--- src/rtl/uart_pkg.sv ---
// Shared UART register-lane layout, start-bit value and arbiter state encoding.
// Pure definitions: no latency, no flow control.
package uart_pkg;

   localparam int CTRL_LANE   = 3;
   localparam int WDATA_LANE  = 2;
   localparam int RDATA_LANE  = 1;
   localparam int STATUS_LANE = 0;

   localparam logic [7:0] START_BIT = 8'h01;

   // A transmit write touches only the control and write-data lanes.
   localparam logic [3:0] TX_BYTE_MASK = 4'((1 << CTRL_LANE) | (1 << WDATA_LANE));

   typedef enum logic [1:0] {
      ST_IDLE      = 2'd0,
      ST_WRITE     = 2'd1,
      ST_WAIT_BUSY = 2'd2,
      ST_WAIT_IDLE = 2'd3
   } arb_state_t;

   function automatic logic [31:0] tx_word(input logic [7:0] tx_byte);
      tx_word = (32'(START_BIT) << (8 * CTRL_LANE)) | (32'(tx_byte) << (8 * WDATA_LANE));
   endfunction

endpackage

--- src/rtl/uart_tx_arbiter_rr_arb2.sv ---
// Two-way round-robin arbiter: combinational grant, history advances on an accepted grant.
// Zero latency; a tie goes to whoever was not granted last.
module rr_arb2 (
   input  logic       clk,
   input  logic       reset_n,
   input  logic [1:0] valid,
   input  logic       advance,
   output logic [1:0] grant_onehot,
   output logic       grant_id
);

   logic r_last_grant;

   always_comb begin
      grant_onehot = 2'b00;
      case (valid)
         2'b01:   grant_onehot = 2'b01;
         2'b10:   grant_onehot = 2'b10;
         2'b11:   grant_onehot = r_last_grant ? 2'b01 : 2'b10;
         default: grant_onehot = 2'b00;
      endcase
   end

   assign grant_id = grant_onehot[1];

   // Starts at 1 so requester 0 wins the first tie after reset.
   always_ff @(posedge clk or negedge reset_n) begin
      if (!reset_n) begin
         r_last_grant <= 1'b1;
      end else if (advance && (|valid)) begin
         r_last_grant <= grant_id;
      end
   end

endmodule

--- src/rtl/uart_tx_arbiter.sv ---
// Shares one memory-mapped UART between console and trace requesters, one byte per grant.
// Grant pulse in IDLE, write strobe the next cycle; no new grant until the UART reports idle.
module uart_tx_arbiter
   import uart_pkg::*;
#(
   parameter logic [31:0] UART_BASE    = 32'hFFFF_FFF4,
   parameter int          BUSY_TIMEOUT = 16
) (
   input  logic        clk,
   input  logic        reset_n,
   input  logic [1:0]  req_valid,
   input  logic [7:0]  req_data0,
   input  logic [7:0]  req_data1,
   output logic [1:0]  req_ready,
   output logic [31:0] mem_address,
   output logic [31:0] mem_write_data,
   output logic        mem_write,
   output logic [3:0]  byte_mask,
   input  logic [31:0] mem_read_data,
   output logic        busy,
   output logic        grant_id,
   output logic        timeout_err,
   input  logic        err_clr
);

   localparam int               CNT_W    = $clog2(BUSY_TIMEOUT) + 1;
   localparam logic [CNT_W-1:0] CNT_LAST = CNT_W'(BUSY_TIMEOUT - 1);
   localparam logic [CNT_W-1:0] CNT_MAX  = '1;

   arb_state_t       r_state;
   logic [CNT_W-1:0] r_cnt;
   logic             r_mem_write;
   logic [3:0]       r_byte_mask;
   logic [31:0]      r_wdata;
   logic             r_grant_id;
   logic             r_timeout_err;

   logic [1:0] w_grant_onehot;
   logic       w_arb_id;
   logic       w_take;
   logic [7:0] w_tx_byte;
   logic       w_status_busy;
   logic       w_unused_rd;

   // Ready is gated by reset so a held request cannot be acknowledged while in reset.
   assign w_take        = reset_n && (r_state == ST_IDLE) && (|req_valid);
   assign w_tx_byte     = w_arb_id ? req_data1 : req_data0;
   assign w_status_busy = mem_read_data[8 * STATUS_LANE];
   assign w_unused_rd   = ^{mem_read_data[31:8 * RDATA_LANE], mem_read_data[8 * RDATA_LANE - 1:1]};

   rr_arb2 u_arb (
      .clk          (clk),
      .reset_n      (reset_n),
      .valid        (req_valid),
      .advance      (w_take),
      .grant_onehot (w_grant_onehot),
      .grant_id     (w_arb_id)
   );

   always_ff @(posedge clk or negedge reset_n) begin
      if (!reset_n) begin
         r_state       <= ST_IDLE;
         r_cnt         <= '0;
         r_mem_write   <= 1'b0;
         r_byte_mask   <= 4'b0000;
         r_wdata       <= 32'h0;
         r_grant_id    <= 1'b0;
         r_timeout_err <= 1'b0;
      end else begin
         // A timeout set later in this block overrides a same-cycle clear.
         if (err_clr) begin
            r_timeout_err <= 1'b0;
         end
         case (r_state)
            ST_IDLE: begin
               if (w_take) begin
                  r_state     <= ST_WRITE;
                  r_grant_id  <= w_arb_id;
                  r_mem_write <= 1'b1;
                  r_byte_mask <= TX_BYTE_MASK;
                  r_wdata     <= tx_word(w_tx_byte);
               end
            end
            ST_WRITE: begin
               r_state     <= ST_WAIT_BUSY;
               r_cnt       <= '0;
               r_mem_write <= 1'b0;
               r_byte_mask <= 4'b0000;
               r_wdata     <= 32'h0;
            end
            ST_WAIT_BUSY: begin
               if (w_status_busy) begin
                  r_state <= ST_WAIT_IDLE;
               end else if (r_cnt == CNT_LAST) begin
                  r_timeout_err <= 1'b1;
                  r_state       <= ST_IDLE;
               end else if (r_cnt != CNT_MAX) begin
                  r_cnt <= r_cnt + 1'b1;
               end
            end
            ST_WAIT_IDLE: begin
               if (!w_status_busy) begin
                  r_state <= ST_IDLE;
               end
            end
            default: r_state <= ST_IDLE;
         endcase
      end
   end

   assign req_ready      = w_take ? w_grant_onehot : 2'b00;
   assign mem_address    = UART_BASE;
   assign mem_write      = r_mem_write;
   assign byte_mask      = r_byte_mask;
   assign mem_write_data = r_wdata;
   assign busy           = (r_state != ST_IDLE);
   assign grant_id       = r_grant_id;
   assign timeout_err    = r_timeout_err;

endmodule
--- config.mk ---
export PLATFORM = sky130hd
export DESIGN_NAME = uart_tx_arbiter
export DESIGN_NICKNAME = d
export VERILOG_FILES = /design/src/rtl/uart_pkg.sv /design/src/rtl/uart_tx_arbiter_rr_arb2.sv /design/src/rtl/uart_tx_arbiter.sv
export SDC_FILE = /design/constraint.sdc
export NUM_CORES = 1
export LEC_CHECK = 0
export CAP_MARGIN = 10
export CORE_AREA = 2 2 72 74
export DETAILED_ROUTE_END_ITERATION = 8
export DIE_AREA = 0 0 74 76
export PLACE_DENSITY_LB_ADDON = 0.2
export SYNTH_ARGS = -nofsm -noshare
export SYNTH_HDL_FRONTEND = slang
export SYNTH_HIERARCHICAL = 1
export SYNTH_SLANG_ARGS = --single-unit
--- constraint.sdc ---
create_clock -name clk -period 2.6 [get_ports clk]
set_input_delay 0.52 -clock clk [delete_from_list [all_inputs] [get_ports clk]]
set_output_delay 0.52 -clock clk [all_outputs]
set_load 0.01 [all_outputs]
## Word-level counts from Yosys, hierarchy flattened

Cells that the tools add are included.

- Memories kept: 0
- Bits in writable memories: 0
- Memory bits (read-only): 0
- Latch bits: 0
- Register bits after elaboration: 47

- $lt $le $gt $ge: 0
- Shift-type cells: 0
- Div/mod/pow operators: 0
- Multipliers: 0
- Eq/ne operators: 14
- Add/subtract/negate cells: 1
- Reduce and logical (&&, ||, !) cells: 12
- Mux-type cells: 23
- Bitwise logic cells: 0

Operators by type and width:

| kind | count |
|---|---|
| $pmux W32 S2 | 1 |
| $mux W32 | 1 |
| $mux W5 | 3 |
| $mux W2 | 6 |
| $pmux W5 S2 | 1 |
| $eq A2 B2 Y1 const B | 4 |
| $mux W8 | 1 |
| $ne A2 B2 Y1 const B | 4 |
| $pmux W2 S4 | 1 |
| $pmux W4 S2 | 1 |
| $pmux W2 S3 | 1 |
| $reduce_bool A2 Y1 | 3 |
| $add A5 B1 Y5 const B | 1 |
| $eq A5 B4 Y1 const B | 1 |
| $mux W1 | 5 |
| $ne A5 B5 Y1 const B | 1 |
| $eq A2 B1 Y1 const B | 2 |
| $mux W4 | 1 |
| $reduce_and A2 Y1 | 2 |
| $reduce_and A4 Y1 | 1 |
| $logic_and A1 B1 Y1 | 3 |
| $ne A3 B3 Y1 const B | 1 |
| $reduce_and A3 Y1 | 1 |
| $logic_not A2 Y1 | 1 |
| 3 further kinds | 3 |

## Longest topological paths before layout

Gate-level depths: netlist (run 1).

- Depth in word-level cells: 5
- Gate-level depth with buffers: 6

## By module

The synthesis (run 1) kept the hierarchy.

By module, submodules not included:

| module | sequential area each (µm²) | instances | area each (µm²) | cells an instance |
|---|---|---|---|---|
| uart_tx_arbiter | 450.4 | 1 | 1,432.6 | 153 |
| rr_arb2 | 26.3 | 1 | 63.8 | 7 |

## Worst setup path before layout (run 1)

OpenSTA, ideal clock, no wires.

- Path kind: flip-flop to flip-flop
- From: reg r_cnt[0]
- To: reg r_cnt[3]
- Arrival: 1.914 ns
- Path buffers: 0
- Required time: 2.474 ns
- Setup slack: 0.559 ns
- Cell stages (with the launch flop): 7
- Period minus slack after synthesis: 2.041 ns
- Cells stage by stage: dfrtp_1 -> ha_1 -> and3_1 -> ha_1 -> or3_4 -> or2_0 -> a311o_1

- Cells in the longest elaborated chain, start to end: 5
- Elaborated cells between the ends (all ways): 10
- Those cells by class: add/sub: 1; eq/ne: 4; mux: 4; reduce/logical: 1

Ends and longest elaborated chain:

| what | RTL line | source |
|---|---|---|
| start, declared | uart_tx_arbiter.sv:31 | `logic [CNT_W-1:0] r_cnt;` |
| start signal, assigned | uart_tx_arbiter.sv:98 | `r_cnt <= r_cnt + 1'b1;` |
| $add A5 B1 Y5 | uart_tx_arbiter.sv:98 |  |
| $mux W5 | uart_tx_arbiter.sv:97 | `end else if (r_cnt != CNT_MAX) begin` |
| $mux W5 | uart_tx_arbiter.sv:94 | `end else if (r_cnt == CNT_LAST) begin` |
| $mux W5 | uart_tx_arbiter.sv:92 | `if (w_status_busy) begin` |
| $pmux W5 S2 | uart_tx_arbiter.sv:74 | `case (r_state)` |

Several ways; a longest one is shown, not always the timed one. The select of a mux whose other input is x is not followed.
A chain may end at the register's enable or synchronous reset.

## Worst setup path after layout (run 1)

- From: in reset_n
- To: out req_ready[0]

- Cells in the longest elaborated chain, start to end: 3

Ends and longest elaborated chain:

| what | RTL line | source |
|---|---|---|
| start, declared | uart_tx_arbiter.sv:10 | `input logic reset_n,` |
| $logic_and A1 B1 Y1 (2 in a row) | uart_tx_arbiter.sv:46 | `assign w_take = reset_n && (r_state == ST_IDLE) && (\|req_valid);` |
| $mux W2 | uart_tx_arbiter.sv:111 | `assign req_ready = w_take ? w_grant_onehot : 2'b00;` |
| end, declared | uart_tx_arbiter.sv:14 | `output logic [1:0] req_ready,` |

No other way between the ends.

==> impl_metrics.tcl, run 1 <==
set metrics [dict create \
    synth_area_per_cell_um2 9.35 \
    synth_ff_type "dfrtp_1" \
    die_x_um 74 \
    cts.sinks 19 \
    fmax_mhz 401 \
    synth_seq_cells 19 \
    drc 0 \
    synth_edf_count 0 \
    routed_via_density 3.69 \
    status "finished, final reports clean" \
    final_core_util_pct 35.9 \
    rows 26 \
    critical_path.startpoint "reset_n" \
    nets 253 \
    clk_pin_slew_ns 0.07 \
    pre_cts_slack_ns 0.0771 \
    ios 127 \
    finalMaxSlewViolations 0 \
    die_h_um 76 \
    area_growth_pct 17.8 \
    worst_ep_required_time_ns 2.08 \
    min_from "grant_id$_DFFE_PN0P_" \
    min_path_type "reg -> reg" \
    dp_hpwl_um 2050 \
    synth_top_area_share_pct 31.1 \
    n_antenna_cell 0 \
    cts_resized 0 \
    cts_tree "yes" \
    clk_path_buf_depth 2 \
    vias 981 \
    cts-buffers-inserted 3 \
    portBuffers 38 \
    wire_per_inst_um 9.82 \
    netlist_area_mm2 0.00150 \
    period_minus_slack_ns 2.49 \
    yosysWarnings 6 \
    place.gp.congestion 0.715 \
    insertion_delay_ns 0.25 \
    setup_viol 0 \
    grt_pass1_vias 841 \
    yosysTopAreaCell "buf_4" \
    drive_above_1_share_pct 8.67 \
    min_period_over_period_pct 95.9 \
    syn_inst 160 \
    fin_setup_tns_ns 0 \
    rsz0062_at_grt "false" \
    worstSetupPathType "in -> out" \
    first_pass_iters 3 \
    endpoint_kind "output pin" \
    skew_ns 0.00123 \
    max-vdd-ir-drop_mv 0.223 \
    postCtsHoldBufs 0 \
    cap_violations 0 \
    grt_start_max_net_pins 20 \
    root_buffer "clkbuf_8" \
    seq_area_frac_synth_pct 31.9 \
    fin_ws_ns 0.106 \
    grt_pass1_wl_um 4070 \
    core_mm2 0.00491 \
    routed_wl_um 2610 \
    grt.overflow.total 0 \
    nFillCells 503 \
    die-area_mm2 0.00562 \
    ys_top_cells_by_area "buf_4 31%, dfrtp_1 30%, mux2i_1 9.4%" \
    antenna_found_initial 0 \
    h-tree-depth 1 \
    async_flop_share_pct 100 \
    p_per_area_mw_per_mm2 805 \
    ant_nets 0 \
    initial_core_util_pct 30.5 \
    post-cts-setup-buffers 0 \
    yosysUniqueCellTypes 38 \
    drt_iter0_drc 19 \
    worstSetupStartpointType "primary input" \
    grt_usage_pct 9.28 \
    hold_viol_final 0 \
    power_leakage_nw 0.837 \
    crit_path_max_fanout 3 \
    r2r-start "r_cnt[0]$_DFFE_PN0P_" \
    crit_arrival_ns 1.97 \
]
-- synthesized netlist by cell type, drive strengths merged (4+ instances only) --
library cell,n
buf,63
nand2,8
mux2i,14
dfrtp,18
inv,6
o21ai,4
-- critical path: stages --
cell and delay (ns):
clkdlybuf4s50_1 0.49, nor3b_2 0.25, and3_1 0.18, clkdlybuf4s50_1 0.53
-- cells by family after synthesis --
family | synth area share (%)
AND/OR/NAND/NOR | 10.3
other | 0.502
multiplexers | 10.1
buffers and inverters | 34.4
adder cells (fa/ha/maj) | 2.51
AO/OA/AOI/OAI | 10.4
flip-flops | 31.9
-- stage by stage --
stage	area (µm²)	hold slack (ns)	total power, mW	std cells
2_1_floorplan	1700	0.224	1.01	215
3_3_place_gp	1720	0.494	1.22	262
3_5_place_dp	1720	0.500	1.23	262
4_1_cts	1760	0.518	1.44	266
5_1_grt	1760	0.544	1.54	266
6_report	1760	0.513	1.42	266
-- layout make-up --
class	instances	area (µm²)	area share, %
multi-input combinational	124	712	40.4
tap	70	87.6	4.97
timing repair buffer	43	418	23.7
clock inverter	1	5.00	0.284
sequential	19	477	27.0
clock buffer	3	41.3	2.34
inverter	6	22.5	1.28
-- metal layers --
layer  share of wire, %  up-vias  GRT usage, %
met1                 45      437          13.2
li1                   -      490             -
met2                 45       52          13.2
met4                1.3        0          4.36
met3                9.1        2          1.98
met5                  0        -             0
-- where the power goes --
group | internal, mW | switching, mW
Sequential | 0.423 | 0.115
Clock | 0.106 | 0.103
Combinational | 0.367 | 0.305
-- placed cells by master (no fill, tap or decap), types with 2 or more instances in the layout --
cell              n
a21boi_1          2
o21ai_0           4
and3_1            3
nand2_1           8
dfrtp_1          18
conb_1           57
nor2_1            2
or2_2             2
o211ai_1          3
a21oi_1           3
ha_1              3
clkdlybuf4s50_1  38
buf_4             5
mux2i_1          14
a211oi_1          2
clkbuf_8          3
inv_1             6
nand3_1           3
-- state kept, by name (all words and copies together), names as in the netlist --
| name | cells |
|---|---|
| mem_write_data | 8 |
| byte_mask | 1 |
| r_state | 2 |
| u_arb/r_last_grant | 1 |
| r_cnt | 5 |
| timeout_err | 1 |
| grant_id | 1 |
-- worst paths after layout --
check / endpoint / slack [ns] / cells past startpoint
setup reg to reg: r_cnt[3]$_DFFE_PN0P_ / 0.44 / 6
hold / removal: grant_id$_DFFE_PN0P_ / 0.51 / 1
hold reg to reg: grant_id$_DFFE_PN0P_ / 0.51 / 1
min in group asynchronous: r_cnt[3]$_DFFE_PN0P_ / 0.65 / 2
setup / recovery: req_ready[0] / 0.11 / 4
max in group asynchronous: u_arb/r_last_grant$_DFFE_PN1P_ / 1.68 / 2
Power figures use the tool's default switching activity.
==> run 2, diff against run 1 <==
ABC_CLOCK_PERIOD_IN_PS = 2600   (was unset)
CTS_CLUSTER_DIAMETER = 30   (was unset)
==> results of run 2 <==
Same layout as run 1: the final DEF is identical, and so are final timing and power.
